$ cat config.mk
export PLATFORM = sky130hd
export DESIGN_NAME = morse_char_decoder
export DESIGN_NICKNAME = d
export VERILOG_FILES = /design/src/rtl/morse_char_decoder.sv
export SDC_FILE = /design/constraint.sdc
export NUM_CORES = 1
export LEC_CHECK = 0
export ABC_AREA = 1
export BUFFER_PORTS_ARGS = -buffer_cell sky130_fd_sc_hd__buf_2
export CAP_MARGIN = 20
export CORE_UTILIZATION = 50
export CTS_CLUSTER_DIAMETER = 30
export DETAILED_ROUTE_END_ITERATION = 10
export GPL_TIMING_DRIVEN = 0
export PLACE_DENSITY_LB_ADDON = 0.15
export SYNTH_ARGS = -nofsm -noshare
export SYNTH_HDL_FRONTEND = slang
export SYNTH_SLANG_ARGS = --single-unit
$ cat constraint.sdc
create_clock -name clk -period 2.2 [get_ports clk]
set_input_delay 0.22 -clock clk [delete_from_list [all_inputs] [get_ports clk]]
set_output_delay 0.22 -clock clk [all_outputs]
set_load 0.1 [all_outputs]
$ cat src/rtl/morse_char_decoder.sv
// Morse character decoder: collects DIT/DAH elements into a pattern, decodes ITU
// letters/digits/punctuation to ASCII and queues them in an output FIFO.
//
// state     | meaning
// ----------+------------------------------------------------------------
// S_IDLE    | no element collected (len 0); SPACE may push a word space
// S_COLLECT | shifting elements into pat; GAP/SPACE decodes and pushes
// S_OVERRUN | more than MAX_ELEMS elements seen; waits for GAP/SPACE to push '*'
module morse_char_decoder #(
    parameter int MAX_ELEMS  = 6,
    parameter int FIFO_DEPTH = 4
) (
    input  logic       clk,
    input  logic       rst_n,
    input  logic [2:0] inputSignal,
    input  logic       out_ready,
    output logic       out_valid,
    output logic [7:0] out_char,
    output logic       err,
    output logic       overflow
);

    localparam int         AW       = $clog2(FIFO_DEPTH);
    localparam logic [3:0] MAX_LEN  = 4'(MAX_ELEMS);
    localparam bit         PUNCT_EN = (MAX_ELEMS >= 6);
    localparam logic [AW:0] PTR_ONE = (AW + 1)'(1);

    localparam logic [2:0] SYM_DIT   = 3'd1;
    localparam logic [2:0] SYM_DAH   = 3'd2;
    localparam logic [2:0] SYM_GAP   = 3'd3;
    localparam logic [2:0] SYM_SPACE = 3'd4;

    typedef enum logic [1:0] {S_IDLE, S_COLLECT, S_OVERRUN} state_t;

    state_t      state, state_nxt;
    logic [3:0]  len, len_nxt;
    logic [7:0]  pat, pat_nxt;
    logic        space_pend, space_pend_nxt;
    logic [7:0]  last_char;
    logic        is_elem, elem_bit, is_end;
    logic        fsm_push, fsm_err;
    logic [7:0]  fsm_char;
    logic        push_req, push_err;
    logic [7:0]  push_char;
    logic [7:0]  dec_char;
    logic        dec_ok;

    logic [AW:0] wr_ptr, rd_ptr;
    logic [7:0]  mem [FIFO_DEPTH];
    logic        fifo_empty, fifo_full, pop, wr_en;

    assign is_elem  = (inputSignal == SYM_DIT) || (inputSignal == SYM_DAH);
    assign elem_bit = (inputSignal == SYM_DAH);
    assign is_end   = (inputSignal == SYM_GAP) || (inputSignal == SYM_SPACE);

    always_comb begin
        dec_char = 8'h2A;
        dec_ok   = 1'b1;
        case ({len, pat})
            {4'd1, 8'b0}:     dec_char = 8'h45;
            {4'd1, 8'b1}:     dec_char = 8'h54;
            {4'd2, 8'b00}:    dec_char = 8'h49;
            {4'd2, 8'b01}:    dec_char = 8'h41;
            {4'd2, 8'b10}:    dec_char = 8'h4E;
            {4'd2, 8'b11}:    dec_char = 8'h4D;
            {4'd3, 8'b000}:   dec_char = 8'h53;
            {4'd3, 8'b001}:   dec_char = 8'h55;
            {4'd3, 8'b010}:   dec_char = 8'h52;
            {4'd3, 8'b011}:   dec_char = 8'h57;
            {4'd3, 8'b100}:   dec_char = 8'h44;
            {4'd3, 8'b101}:   dec_char = 8'h4B;
            {4'd3, 8'b110}:   dec_char = 8'h47;
            {4'd3, 8'b111}:   dec_char = 8'h4F;
            {4'd4, 8'b0000}:  dec_char = 8'h48;
            {4'd4, 8'b0001}:  dec_char = 8'h56;
            {4'd4, 8'b0010}:  dec_char = 8'h46;
            {4'd4, 8'b0100}:  dec_char = 8'h4C;
            {4'd4, 8'b0110}:  dec_char = 8'h50;
            {4'd4, 8'b0111}:  dec_char = 8'h4A;
            {4'd4, 8'b1000}:  dec_char = 8'h42;
            {4'd4, 8'b1001}:  dec_char = 8'h58;
            {4'd4, 8'b1010}:  dec_char = 8'h43;
            {4'd4, 8'b1011}:  dec_char = 8'h59;
            {4'd4, 8'b1100}:  dec_char = 8'h5A;
            {4'd4, 8'b1101}:  dec_char = 8'h51;
            {4'd5, 8'b11111}: dec_char = 8'h30;
            {4'd5, 8'b01111}: dec_char = 8'h31;
            {4'd5, 8'b00111}: dec_char = 8'h32;
            {4'd5, 8'b00011}: dec_char = 8'h33;
            {4'd5, 8'b00001}: dec_char = 8'h34;
            {4'd5, 8'b00000}: dec_char = 8'h35;
            {4'd5, 8'b10000}: dec_char = 8'h36;
            {4'd5, 8'b11000}: dec_char = 8'h37;
            {4'd5, 8'b11100}: dec_char = 8'h38;
            {4'd5, 8'b11110}: dec_char = 8'h39;
            default:          dec_ok   = 1'b0;
        endcase
        if (PUNCT_EN && len == 4'd6) begin
            dec_ok = 1'b1;
            case (pat)
                8'b010101: dec_char = 8'h2E;
                8'b110011: dec_char = 8'h2C;
                8'b001100: dec_char = 8'h3F;
                default:   dec_ok   = 1'b0;
            endcase
        end
        if (!dec_ok) dec_char = 8'h2A;
    end

    always_comb begin
        state_nxt      = state;
        len_nxt        = len;
        pat_nxt        = pat;
        space_pend_nxt = 1'b0;
        fsm_push       = 1'b0;
        fsm_char       = dec_char;
        fsm_err        = 1'b0;
        case (state)
            S_IDLE: begin
                if (is_elem) begin
                    state_nxt = S_COLLECT;
                    len_nxt   = 4'd1;
                    pat_nxt   = {7'b0, elem_bit};
                end else if (inputSignal == SYM_SPACE && last_char != 8'h20) begin
                    fsm_push = 1'b1;
                    fsm_char = 8'h20;
                end
            end
            S_COLLECT: begin
                if (is_elem) begin
                    if (len == MAX_LEN) begin
                        state_nxt = S_OVERRUN;
                    end else begin
                        len_nxt = len + 4'd1;
                        pat_nxt = {pat[6:0], elem_bit};
                    end
                end else if (is_end) begin
                    fsm_push       = 1'b1;
                    fsm_err        = !dec_ok;
                    state_nxt      = S_IDLE;
                    len_nxt        = 4'd0;
                    pat_nxt        = 8'd0;
                    space_pend_nxt = (inputSignal == SYM_SPACE);
                end
            end
            S_OVERRUN: begin
                if (is_end) begin
                    fsm_push       = 1'b1;
                    fsm_char       = 8'h2A;
                    fsm_err        = 1'b1;
                    state_nxt      = S_IDLE;
                    len_nxt        = 4'd0;
                    pat_nxt        = 8'd0;
                    space_pend_nxt = (inputSignal == SYM_SPACE);
                end
            end
            default: state_nxt = S_IDLE;
        endcase
    end

    // A pending word space always wins; any SPACE in the same cycle collapses into it.
    assign push_req  = space_pend || fsm_push;
    assign push_char = space_pend ? 8'h20 : fsm_char;
    assign push_err  = !space_pend && fsm_err;

    always_ff @(posedge clk or negedge rst_n) begin
        if (!rst_n) begin
            state      <= S_IDLE;
            len        <= 4'd0;
            pat        <= 8'd0;
            space_pend <= 1'b0;
            last_char  <= 8'h20;
            err        <= 1'b0;
        end else begin
            state      <= state_nxt;
            len        <= len_nxt;
            pat        <= pat_nxt;
            space_pend <= space_pend_nxt;
            err        <= push_req && push_err;
            if (push_req) last_char <= push_char;
        end
    end

    assign fifo_empty = (wr_ptr == rd_ptr);
    assign fifo_full  = (wr_ptr[AW] != rd_ptr[AW]) && (wr_ptr[AW-1:0] == rd_ptr[AW-1:0]);
    assign pop        = !fifo_empty && out_ready;
    assign wr_en      = push_req && (!fifo_full || pop);

    always_ff @(posedge clk or negedge rst_n) begin
        if (!rst_n) begin
            wr_ptr   <= '0;
            rd_ptr   <= '0;
            overflow <= 1'b0;
        end else begin
            if (wr_en) wr_ptr <= wr_ptr + PTR_ONE;
            if (pop) rd_ptr <= rd_ptr + PTR_ONE;
            if (push_req && !wr_en) overflow <= 1'b1;
        end
    end

    always_ff @(posedge clk) begin
        if (wr_en) mem[wr_ptr[AW-1:0]] <= push_char;
    end

    assign out_valid = !fifo_empty;
    assign out_char  = fifo_empty ? 8'h00 : mem[rd_ptr[AW-1:0]];

endmodule

== Word-level counts from Yosys, hierarchy flattened ==
Memory sizes are Yosys's and may differ from the RTL's.
Index checks and enable logic that the tools add are counted.

* Register bits after elaboration: 31
* Bits in latches: 0
* Bits in writable memories: 32
* ROM bits: 0
* Output and inout port bits: 11
* Word-level logic and storage cells: 129
* Memories: 1

* Add/sub/neg operators: 3
* Multiply operators: 0
* Divide/modulo/power cells: 0
* Magnitude comparators: 0
* Equality and inequality tests: 53
* Shifts and indexed selects: 0
* Muxes and demuxes: 41
* Bitwise logic cells: 0
* Reduce and logical (&&, ||, !) cells: 22

{| class="wikitable"
|+ Memories
! name !! depth !! width !! read ports !! clocked after Yosys merged registers in !! wr ports !! line !! source
|-
| mem || 4 || 8 || 1 || 0 || 1 || 49 || <nowiki>logic [7:0] mem [FIFO_DEPTH];</nowiki>
|}

{| class="wikitable"
|+ Operators by type and width
! cell !! number
|-
| == test 12 x 11 -> 1 bit, second input constant || 22
|-
| one-hot mux 7 bit (36 select lines) || 1
|-
| == test 12 x 10 -> 1 bit, second input constant || 12
|-
| 2-to-1 mux 8 bit || 11
|-
| one-hot mux 8 bit (3 select lines) || 2
|-
| OR reduction 36 bit || 1
|-
| == test 12 x 9 -> 1 bit, second input constant || 2
|-
| 2-to-1 mux 4 bit || 4
|-
| one-hot mux 8 bit (2 select lines) || 1
|-
| 2-to-1 mux 1 bit || 13
|-
| one-hot mux 4 bit (3 select lines) || 1
|-
| == test 8 x 4 -> 1 bit, second input constant || 1
|-
| == test 8 x 5 -> 1 bit, second input constant || 1
|-
| == test 8 x 6 -> 1 bit, second input constant || 1
|-
| 2-to-1 mux 2 bit || 4
|-
| inequality test 8 x 6 -> 1 bit, second input constant || 1
|-
| logical AND 1 bit || 7
|-
| adder 3 x 1 -> 3 bit, second input constant || 2
|-
| == test 3 x 2 -> 1 bit, second input constant || 2
|-
| inequality test 3 bit, second input constant || 2
|-
| one-hot mux 2 bit (3 select lines) || 1
|-
| logical NOT 1 bit || 5
|-
| adder 4 x 1 -> 4 bit, second input constant || 1
|-
| == test 4 x 3 -> 1 bit, second input constant || 1
|-
| other kinds (16) || 20
|}

== Longest topological paths before layout ==
Gate-level depths: netlist of run 1.

* Depth in word-level cells: 10
* Gate-level depth with buffers: 16
* Mapped depth without buffers: 16

== Worst setup path after synthesis of run 1 ==
OpenSTA, ideal clock, no wires.

* Kind: reg-to-output
* From: register rd_ptr[1]
* To: output out_char[0]
* Arrival: 2282 ps
* Slack: -302 ps
* Stages on the path, launching flop included: 7
* Buffers on the path: 1
* Cell sequence: dfrtp_1 > clkbuf_1 > xor2_1 > a21oi_1 > nand2_1 > nand2_1 > inv_1

* Cells in the longest elaborated chain, start to end: 2

{| class="wikitable"
|+ Ends and longest elaborated chain
! item !! line !! source
|-
| from (decl) || 48 || <nowiki>logic [AW:0] wr_ptr, rd_ptr;</nowiki>
|-
| from (signal assigned) || 196 || <nowiki>if (pop) rd_ptr <= rd_ptr + PTR_ONE;</nowiki>
|-
| memory (4 x 8 bit) or == test 3 bit (tied branches) || n/a ||
|-
| 2-to-1 mux 8 bit (*) || 206 || <nowiki>assign out_char = fifo_empty ? 8'h00 : mem[rd_ptr[AW-1:0]];</nowiki>
|-
| to (decl) || 18 || <nowiki>output logic [7:0] out_char,</nowiki>
|}

Every way passes the cells marked *; elsewhere a longest branch is shown, timed or not.

== Worst setup path after layout of run 1 ==
* From: register len[0]
* To: memory mem[1][3], data pin

* Cells in the longest elaborated chain, start to end: 9

{| class="wikitable"
|+ Ends and longest elaborated chain
! item !! line !! source
|-
| from (decl) || 36 || <nowiki>logic [3:0] len, len_nxt;</nowiki>
|-
| from (signal assigned) || 176 || <nowiki>len <= len_nxt;</nowiki>
|-
| == test 12 x 11 -> 1 bit (tied with other cells) || 59 || <nowiki>case ({len, pat})</nowiki>
|-
| one-hot mux 7 bit (36 select lines) or OR reduction 36 bit (tied branches) || n/a ||
|-
| one-hot mux 8 bit (3 select lines) or 2-to-1 mux 1 bit (tied branches) || 100, 59 ||
|-
| 2-to-1 mux 8 bit or 2-to-1 mux 1 bit (tied branches) || 98 || <nowiki>if (PUNCT_EN && len == 4'd6) begin</nowiki>
|-
| 2-to-1 mux 8 bit (*) || 107 || <nowiki>if (!dec_ok) dec_char = 8'h2A;</nowiki>
|-
| 2-to-1 mux 8 bit || 124 || <nowiki>end else if (inputSignal == SYM_SPACE && last_char != 8'h20) begin</nowiki>
|-
| 2-to-1 mux 8 bit || 120 || <nowiki>if (is_elem) begin</nowiki>
|-
| one-hot mux 8 bit (2 select lines) (*) || 118 || <nowiki>case (state)</nowiki>
|-
| 2-to-1 mux 8 bit (*) || 163 || <nowiki>assign push_char = space_pend ? 8'h20 : fsm_char;</nowiki>
|-
| net push_char[3] || 44 || <nowiki>logic [7:0] push_char;</nowiki>
|-
| to (decl) || 49 ||
|}

Mark *: on every way through the listed nets, which the timed path passes. The rest lies on a longest branch.

==> results.toml, run 1 <==
[run_status]
run_status = "finished clean"

[sta]
skew_ps = 8.20
post-route-worst-setup-slack_ps = 60.8
finalSetupViolCount = 0
fin_crit_ps = 2140
tns_ps = 0
achievable_frequency_mhz = 467
hold_vio_cnt_final = 0
final.period_utilization = 0.972
worst_slew_pin_slew_ps = 705
timing_max_transition_violations_final = 0
worst_slew_margin_rel = 0.530

[floorplan]
placementRows = 30
die_x_extent_um = 87.9
die_y_um = 87.9
initial_core_util = 0.531
floorplan.core_area_sq_um = 6940
io_pins = 17
dieArea_sq_um = 7720

[synthesis]
synth-compound-area-share = 0.113
syn-mean-instance-area_sq_um = 7.86
async_reset_ff_frac = 0.517
yosys_warnings = 0
synth_enable_flop_cells = 28
syn_inst = 469
ys_types = 41
synth_seq_area_share = 0.432
post_synth_and_or_nand_nor_area_fraction = 0.304
muxShareOfSynthArea = 0.00305
synth_ff_type = "sky130_fd_sc_hd__dfrtp_1"
yosys_register_bits = 58
syn-num-nets = 488
synthesized_area_fraction_occupied_by_adder_cells = 0.0441
synth_xor_area_frac = 0.0166
largest_family_of_logic_cells_by_synthesized_area = "simple AND/OR/NAND/NOR gates"
mappedNetlistArea_sq_um = 3690

[drt]
viasPerCell = 5.32
detail_route.drc_violations = 0
postRouteWirelength_mm = 8.74
ant_nets = 0
avgRoutedWirePerCell_um = 14.3
first_pass_detailed_route_iteration_total = 4
drt_iter0_markers = 90
vias_after_detailed_routing = 3245

[setup_path]
rr_worst_depth = 13
critical_path_buf_inv_count = 3
cell_breakdown_of_the_critical_path = "inv_4 > ha_4 > nand3_4 > nor2_4 > buf_4 > o21ai_2 > nand3_2 > nor2_2 > nand2_4 > nand2_4 > or2_1 > nand2_2 > inv_2"
crit_path_end_kind = "register"
crit_path_leading_delay_family = "simple AND/OR/NAND/NOR gates"
cpPeakStageDelay_ps = 470
kind_of_critical_path = "register to register"
r2r_end = "mem[1][3]"
path_max_fanout = 6
timing.critical_path.from_type = "register"
slowest_stage = "sky130_fd_sc_hd__dfrtp_2"
ff2ff_setup_slack_ps = 60
arrival_ps = 2230
cp_data_required_time_ps = 2290
critical_path.most_common_cell = "sky130_fd_sc_hd__nand2_4"
worstReg2RegStart = "len[0]"

[cts]
cts_buffers = 9
htreeDepth = 3
cts.clk_slew.worst_paths_ps = 70
cts.path.max_buffers = 2
worstSkewPairLatency_ps = 340
cts.root.buffer_cell = "sky130_fd_sc_hd__clkbuf_8"
clock_sinks = 58
cts_tree = "built"

[cells_and_area]
drive_gt1_frac = 0.268
diodes = 0
area_delta_synth_final_pct = 22.6
nNetsFinal = 528
finish.instance_area_sq_um = 4520
finalCoreUtilization = 0.651

[min_path]
min_path_cells = 4
hold-path-endpoint = "pat[0]"
holdCritPathClass = "input port to register"
min-delay-start = "inputSignal[0]"

[pwr]
leakagePower_uw = 0.00201
irDropWorstVdd_mv = 0.814
pwr_density_cell_nw_per_um2 = 1540

[global_routing]
grt_pass1_vias = 3078
antenna_violations_before_repair = 0
gr-usage-all-layers = 0.242
grt_pass1_wl_mm = 14.2
maximum_number_of_pins_on_one_net_before_global_route_repair = 31
globalRouteOverflowTotal = 0

[placement]
preCtsSetupSlack_ps = -351
placedInstanceArea_sq_um = 3880
place_hpwl_mm = 6.18
placement.io_buffers = 15
gpl.final_weighted_congestion = 0.953

[job]
maxCapViolCount = 0
kinds of logic after synthesis:
group / after synthesis
AO/OA/AOI/OAI: 70
XOR/XNOR: 7
adder cells (fa/ha/maj): 13
buffers and inverters: 76
flip-flops: 58
multiplexers: 1
other: 1
AND/OR/NAND/NOR: 243
worst min-delay path, delay by kind of cell:
kind	cells	cell delay [ps]
AND/OR/NAND/NOR	2	90
AO/OA/AOI/OAI	1	60
buffers and inverters	1	100
power breakdown:
part | leakage, uW | switching, uW | internal, uW | total (uW)
Clock | 0.000124 | 481 | 762 | 1240
Combinational | 0.00124 | 2840 | 1130 | 3970
Sequential | 0.000647 | 198 | 1530 | 1730
stage by stage:
stage | std cells | total power [uW] | hold WS, ps
after floorplan | 469 | 4510 | -75.6
after global placement | 580 | 5130 | 313
after detailed placement | 580 | 5170 | 317
after CTS | 600 | 6650 | 165
after global routing | 610 | 7410 | 177
final | 610 | 6940 | 176
state kept, by name, indices dropped and copies added, names as in the netlist:
signal	count
err	1
mem	28
state	2
wr_ptr	3
overflow	1
len	4
rd_ptr	3
space_pend	1
last_char	7
pat	8
metal layers:
layer / global-route usage / vias up / part of all wire
met3: 0.0471 / 23 / 0.042
met4: 0.118 / 0 / 0.027
met1: 0.291 / 1500 / 0.42
met2: 0.414 / 89 / 0.51
met5: 0 / - / 0
li1: - / 1633 / -
worst max path at each step:
| stage | from | depth (start not counted) | end | slack [ps] |
|---|---|---|---|---|
| 3_5_place_dp | state[0] | 8 | mem[0][3] | -350 |
| 6_report | len[0] | 13 | mem[1][3] | 60 |
| 4_1_cts | len[0] | 13 | mem[1][3] | 2 |
| 5_1_grt | len[1] | 14 | mem[1][3] | -30 |
| 3_3_place_gp | state[0] | 8 | mem[0][3] | -290 |
| 2_1_floorplan | rd_ptr[1] | 6 | out_char[0] | 30 |
area by class of cell:
type                    count  area (sq um)
repair buffers             30           239
fillers                   614          2420
clock buffers               9           124
plain buffers              12          81.3
inverters                  63           241
flip-flops and latches     58          1600
clock inverters             7           125
multi-input cells         335          1990
well taps                  96           120
synthesized netlist by cell type, drive strengths merged (3+ instances only):
master,n,area share
nand2,98,0.11
xnor2,3,0.0071
dfrtp,29,0.20
nand4,4,0.0068
nor3,9,0.012
o32ai,7,0.017
o21ai,37,0.052
a31oi,3,0.0051
o22ai,9,0.015
xor2,4,0.0095
ha,13,0.044
clkbuf,8,0.0081
buf,5,0.013
edfxtp,28,0.23
nand3,42,0.064
inv,63,0.065
a21oi,8,0.011
nor2,87,0.10
layout by cell type (no fill, tap or decap), drive strengths merged:
cell type	count
dfstp	1
a31oi	3
o211ai	1
o2111ai	1
nor4	1
o31ai	1
o32ai	7
nand3	42
o21bai	1
bufinv	3
clkbuf	14
xnor2	3
a211o	1
nand3b	1
o311ai	1
mux2	1
a21oi	8
dfrtp	29
ha	13
nand2	98
or2	1
dlygate4sd3	1
clkinv	3
nor2	87
o21ai	37
xor2	4
inv	64
buf	36
o22ai	9
edfxtp	28
conb	1
nand4	4
nor3	9
repair_timing:
action                     in CTS  in global routing
pin swaps                       3                  9
hold endpoints to repair       29                  0
setup endpoints to repair      54                 65
hold buffers                    1                  0
resized for setup              30                 49
buffers inserted                4                 10
Note: power is estimated with default switching activity, not from simulation.
==> inputs of run 2 (changes only) <==
CELL_PAD_IN_SITES_DETAIL_PLACEMENT = 1   (was default)
CELL_PAD_IN_SITES_GLOBAL_PLACEMENT = 2   (was default)
CORE_UTILIZATION = 37   (was 50)
==> run 2 against run 1 <==
Compared with the run above:
- first-iteration DRC count increased by 19%
- maximum frequency increased by 0.68%
- via count increased by 3.1%
- clock power about the same
- critical path depth unchanged
- non-clock buffer count increased by 3
- power increased by 2.8%
- wire length increased by 25%
- critical path type unchanged
- largest power group unchanged
==> results.toml, run 2 (synthesized netlist as in run 1, its figures left out) <==
[run_status]
run_status = "finished clean"

[setup_path]
critical_path.most_common_cell = "sky130_fd_sc_hd__nand2_1"
kind_of_critical_path = "register to register"
ff2ff_setup_slack_ps = 80
r2r_end = "mem[0][1]"
worstReg2RegStart = "len[0]"
cp_data_required_time_ps = 2270
slowest_stage = "sky130_fd_sc_hd__dfrtp_2"
cell_breakdown_of_the_critical_path = "buf_4 > ha_4 > inv_4 > nor2_4 > nand3_2 > buf_4 > nand3_1 > nor2_1 > nand2_1 > nor2_1 > nand2_1 > nand2_1 > a31oi_4"
crit_path_end_kind = "register"
path_max_fanout = 5
arrival_ps = 2190
rr_worst_depth = 13
timing.critical_path.from_type = "register"
cpPeakStageDelay_ps = 430

[drt]
detail_route.drc_violations = 0
viasPerCell = 5.14
avgRoutedWirePerCell_um = 16.8
postRouteWirelength_mm = 11.0
drt_iter0_markers = 107
first_pass_detailed_route_iteration_total = 4
vias_after_detailed_routing = 3345
ant_nets = 0

[sta]
fin_crit_ps = 2120
final.period_utilization = 0.966
tns_ps = 0
timing_max_transition_violations_final = 0
worst_slew_pin_slew_ps = 753
finalSetupViolCount = 0
worst_slew_margin_rel = 0.498
skew_ps = 7.62
hold_vio_cnt_final = 0
achievable_frequency_mhz = 471

[global_routing]
antenna_violations_before_repair = 0
gr-usage-all-layers = 0.222
globalRouteOverflowTotal = 0
maximum_number_of_pins_on_one_net_before_global_route_repair = 31
grt_pass1_vias = 3461
grt_pass1_wl_mm = 17.3

[cells_and_area]
nNetsFinal = 532
most-common-layout-cells = "80 x sky130_fd_sc_hd__nand2_1, 58 x sky130_fd_sc_hd__nor2_1, 47 x sky130_fd_sc_hd__inv_1, 33 x sky130_fd_sc_hd__o21ai_0, 32 x sky130_fd_sc_hd__nand3_1"
finish.instance_area_sq_um = 4640
diodes = 0
fill_cells = 1179
finalCoreUtilization = 0.476
area_delta_synth_final_pct = 25.7
drive_gt1_frac = 0.288
layout_commonest_cell = "sky130_fd_sc_hd__nand2_1"
largest_reg_flops = 28

[job]
maxCapViolCount = 0

[floorplan]
io_pins = 17
die_y_um = 102
dieArea_sq_um = 10400
initial_core_util = 0.379
placementRows = 36
die_x_extent_um = 102
floorplan.core_area_sq_um = 9730

[placement]
gpl.final_weighted_congestion = 0.883
place_hpwl_mm = 7.93
placedInstanceArea_sq_um = 3930
placement.io_buffers = 15

[cts]
cts.clk_slew.worst_paths_ps = 70
clock_sinks = 58
htreeDepth = 3
cts.root.buffer_cell = "sky130_fd_sc_hd__clkbuf_8"
cts_tree = "built"
cts.path.max_buffers = 2
worstSkewPairLatency_ps = 340
cts_buffers = 9

[min_path]
holdCritPathClass = "input port to register"
min_path_cells = 3
hold-path-endpoint = "rd_ptr[2]"
min-delay-start = "out_ready"

[pwr]
post-layout-total-power_uw = 7140
irDropWorstVdd_mv = 0.896
pwr_density_cell_nw_per_um2 = 1540
leakagePower_uw = 0.00204
==> run 2: cell count changes in the layout (fill, tap and decap cells not counted), moves of 2 or more <==
| cell | before | now |
|---|---|---|
| sky130_fd_sc_hd__nor2_1 | 65 | 58 |
| sky130_fd_sc_hd__o21ai_4 | 0 | 2 |
| sky130_fd_sc_hd__nor2_2 | 9 | 15 |
| sky130_fd_sc_hd__o21ai_2 | 3 | 1 |
| sky130_fd_sc_hd__buf_4 | 20 | 22 |
==> run 2: repair_timing <==
item	CTS	global route
hold buffers	1	0
hold endpoints to repair	29	0
resized for setup	37	53
buffers inserted	9	8
endpoints found under the setup margin	69	75
gates cloned	0	1
pin swaps	8	11
==> run 2: area by class of cell <==
| type | count | area (sq um) | area share |
|---|---|---|---|
| inverters | 63 | 244 | 0.0526 |
| flip-flops and latches | 58 | 1600 | 0.345 |
| well taps | 133 | 166 | 0.0359 |
| plain buffers | 12 | 88.8 | 0.0192 |
| clock buffers | 9 | 124 | 0.0267 |
| multi-input cells | 336 | 2020 | 0.436 |
| clock inverters | 7 | 125 | 0.0270 |
| repair buffers | 33 | 267 | 0.0575 |
==> run 2: per-stage QoR <==
stage	setup slack, ps	hold slack (ps)	cells
3_5_place_dp	-509	326	617
3_3_place_gp	-417	331	617
4_1_cts	3.39	177	642
2_1_floorplan	32.7	-75.6	469
6_report	75.3	194	651
5_1_grt	-24.2	208	651
==> run 2: critical path: cells and delay by family (launching register included) <==
family	cells	cell delay [ps]
AO/OA/AOI/OAI	1	130
flip-flops	1	430
adder cells (fa/ha/maj)	1	160
buffers and inverters	3	320
AND/OR/NAND/NOR	8	810
==> run 2: worst max path at each step <==
stage / start / end / slack (ps) / cells after the start
global route: len[0] / last_char[6] / -20 / 13
detailed placement: state[0] / mem[0][5] / -510 / 8
finish: len[0] / mem[0][1] / 80 / 13
floorplan: rd_ptr[1] / out_char[0] / 30 / 6
CTS: len[0] / mem[3][3] / 3 / 13
global placement: state[0] / mem[1][4] / -420 / 8
==> run 2: power by group <==
group	total [uW]	switching, uW	internal (uW)
registers	1740	208	1530
clock network	1260	500	762
logic	4130	2970	1160
==> run 2: per-layer routing <==
layer,global-route usage,part of all wire
met1,0.259,0.42
met2,0.402,0.53
met3,0.0315,0.019
met4,0.103,0.030
met5,0,0
==> inputs of run 3 (changes only) <==
ABC_AREA = default   (was 1)
CORE_UTILIZATION = 41   (was 37)
SLEW_MARGIN = 30   (was default)
==> run 3 against run 2 <==
Compared with the run above:
- the run now ends with negative setup slack left
- largest cell class unchanged
- largest power group unchanged
- sequential share of layout area down 2.7 points
- clock skew up 2.8 ps
- critical endpoint is now last_char[0]
- setup slack worse by 260 ps
- critical path depth shrank 7
- synthesized cell count down 26%
- core utilization grew 11 points
==> results.toml, run 3 <==
[synthesis]
ys_types = 69
synth_enable_flop_cells = 28
syn_inst = 346
yosysTopAreaCell = "sky130_fd_sc_hd__edfxtp_1"
async_reset_ff_frac = 0.517
post_synth_most_frequent_cells = "29 x sky130_fd_sc_hd__dfrtp_1, 28 x sky130_fd_sc_hd__edfxtp_1, 28 x sky130_fd_sc_hd__o21ai_0"
synth_ff_type = "sky130_fd_sc_hd__dfrtp_1"
syn-num-nets = 365
yosys_register_bits = 58
synth_seq_area_share = 0.434
synth_area_leaders = "sky130_fd_sc_hd__edfxtp_1 23%, sky130_fd_sc_hd__dfrtp_1 20%, sky130_fd_sc_hd__ha_1 4.4%"
fraction_of_post_synthesis_cell_area_in_the_top_cell_type_by_area = 0.229
yosys_warnings = 0
mappedNetlistArea_sq_um = 3670
syn-mean-instance-area_sq_um = 10.6
yosys.cell_count.top_type = "sky130_fd_sc_hd__dfrtp_1"

[cells_and_area]
area_delta_synth_final_pct = 37.4
drive_gt1_frac = 0.471
diodes = 0
largest_reg_flops = 28
layout_commonest_cell = "sky130_fd_sc_hd__buf_4"
most-common-layout-cells = "37 x sky130_fd_sc_hd__buf_4, 28 x sky130_fd_sc_hd__edfxtp_1, 22 x sky130_fd_sc_hd__nand2_1, 21 x sky130_fd_sc_hd__dfrtp_1, 16 x sky130_fd_sc_hd__o21ai_0"
stdcell_count = 526
nNetsFinal = 432

[cts]
cts_buffers = 9
cts.root.buffer_cell = "sky130_fd_sc_hd__clkbuf_8"
cts_tree = "built"
cts.clk_slew.worst_paths_ps = 70
clock_sinks = 58
cts.path.max_buffers = 2
worstSkewPairLatency_ps = 350
htreeDepth = 3

[sta]
worst_slew_pin_slew_ps = 764
timing_max_transition_violations_final = 0
rsz0062_at_grt = "true"
worst_slew_margin_rel = 0.491
hold_vio_cnt_final = 0
fin_crit_ps = 2390
achievable_frequency_mhz = 419
final.period_utilization = 1.08
post-route-worst-setup-slack_ps = -186
finalSetupViolCount = 36
skew_ps = 10.4

[setup_path]
worstReg2RegStart = "last_char[5]"
kind_of_critical_path = "register to register"
arrival_ps = 2670
rr_worst_depth = 6
crit_path_end_kind = "register"
r2r_end = "last_char[0]"
cp_data_required_time_ps = 2490
path_max_fanout = 5
timing.critical_path.from_type = "register"
ff2ff_setup_slack_ps = -190

[placement]
place_inst = 469
place_hpwl_mm = 7.44
placement.io_buffers = 15
gpl.final_weighted_congestion = 0.896
preCtsSetupSlack_ps = -722

[pwr]
irDropWorstVdd_mv = 0.625
pwr_density_cell_nw_per_um2 = 1410
post-layout-total-power_uw = 7110
leakagePower_uw = 0.00195

[drt]
drt_iter0_markers = 166
ant_nets = 0
vias_after_detailed_routing = 3178
first_pass_detailed_route_iteration_total = 4
postRouteWirelength_mm = 12.3
viasPerCell = 6.04
detail_route.drc_violations = 0
avgRoutedWirePerCell_um = 23.4

[min_path]
min_path_cells = 2
min-delay-start = "inputSignal[0]"
holdCritPathClass = "input port to register"
hold-path-endpoint = "pat[0]"

[job]
maxCapViolCount = 0

[global_routing]
maximum_number_of_pins_on_one_net_before_global_route_repair = 31
grt_pass1_vias = 3229
grt_pass1_wl_mm = 17.8
gr-usage-all-layers = 0.245
globalRouteOverflowTotal = 0
antenna_violations_before_repair = 0

[floorplan]
die_y_um = 96.6
io_pins = 17
initial_core_util = 0.423
placementRows = 34
die_x_extent_um = 96.6
floorplan.core_area_sq_um = 8680
dieArea_sq_um = 9340

[run_status]
violations = "negative setup slack"
run_status = "finished with violations"
run 3: cell types whose count changed in the layout (fill, tap and decap cells not counted), moves of 8 or more:
cell | before | now
sky130_fd_sc_hd__a22oi_1 | 0 | 9
sky130_fd_sc_hd__and2_2 | 0 | 8
sky130_fd_sc_hd__buf_4 | 22 | 37
sky130_fd_sc_hd__inv_1 | 47 | 11
sky130_fd_sc_hd__inv_2 | 13 | 3
sky130_fd_sc_hd__nand2_1 | 80 | 22
sky130_fd_sc_hd__nand2_2 | 12 | 0
sky130_fd_sc_hd__nand3_1 | 32 | 7
sky130_fd_sc_hd__nor2_1 | 58 | 11
sky130_fd_sc_hd__nor2_2 | 15 | 1
sky130_fd_sc_hd__nor2_4 | 14 | 1
sky130_fd_sc_hd__nor3_1 | 8 | 0
sky130_fd_sc_hd__o21ai_0 | 33 | 16
sky130_fd_sc_hd__o22ai_1 | 9 | 0
run 3: report_power, final:
| group | switching (uW) | total, uW | internal (uW) |
|---|---|---|---|
| sequential | 222 | 1760 | 1540 |
| clock | 491 | 1250 | 762 |
| combinational | 2580 | 4100 | 1510 |
run 3: per-layer routing:
metal  routed length [um]  vias up  track usage
met5                    0        -            0
met4                  322        0       0.0654
met3                  445       26       0.0419
met2                 6580       79        0.444
met1                 4940     1629        0.299
li1                     -     1444            -
run 3: worst max-delay path, cell delays in order (launching register included):
cell and delay (ps):
sky130_fd_sc_hd__dfstp_2 530, sky130_fd_sc_hd__or4b_4 460, sky130_fd_sc_hd__o211ai_1 280, sky130_fd_sc_hd__a2bb2oi_2 120
sky130_fd_sc_hd__or3_4 390, sky130_fd_sc_hd__a211oi_4 350, sky130_fd_sc_hd__mux2_4 210
run 3: cell type report:
class	instances	area, sq um
fillers	905	3630
clock buffers	9	124
repair buffers	55	424
well taps	108	135
clock inverters	7	125
inverters	15	58.8
plain buffers	18	179
flip-flops and latches	58	1600
multi-input cells	256	2400
run 3: worst max-delay path by stage:
stage,cells past startpoint,from,to,slack (ps)
after global routing,6,len[3],last_char[0],-280
after detailed placement,6,inputSignal[1],mem[3][5],-720
after global placement,6,inputSignal[1],mem[3][5],-650
after CTS,6,pat[7],last_char[0],-160
final,6,last_char[5],last_char[0],-190
after floorplan,6,pat[5],last_char[0],6
run 3: timing repair:
| action | CTS | global route |
|---|---|---|
| pin swaps | 22 | 33 |
| setup endpoints to repair | 87 | 84 |
| hold endpoints to repair | 29 | 0 |
| gates resized for setup | 78 | 64 |
| hold buffers | 1 | 0 |
| setup buffers | 19 | 20 |
| gates cloned | 0 | 3 |
run 3: metrics by stage:
| step | utilization | area, sq um | hold slack (ps) | TNS (ps) |
|---|---|---|---|---|
| 3_5_place_dp | 0.450 | 3900 | 335 | -39610 |
| 6_report | 0.582 | 5050 | 157 | -2130 |
| 4_1_cts | 0.532 | 4620 | 147 | -2550 |
| 5_1_grt | 0.582 | 5050 | 164 | -6240 |
| 3_3_place_gp | 0.450 | 3900 | 325 | -35140 |
| 2_1_floorplan | - | 3690 | -75.6 | 0 |
run 3: cells by family after synthesis:
| family | after synthesis | synth area share |
|---|---|---|
| and+or+nand+nor | 128 | 0.214 |
| AOI/OAI and AO/OA | 87 | 0.159 |
| muxes | 16 | 0.0698 |
| buffers and inverters | 34 | 0.0559 |
| other | 1 | 0.00102 |
| DFF | 58 | 0.434 |
| xor gates and xnor gates | 8 | 0.0191 |
| adders and majority gates | 14 | 0.0470 |
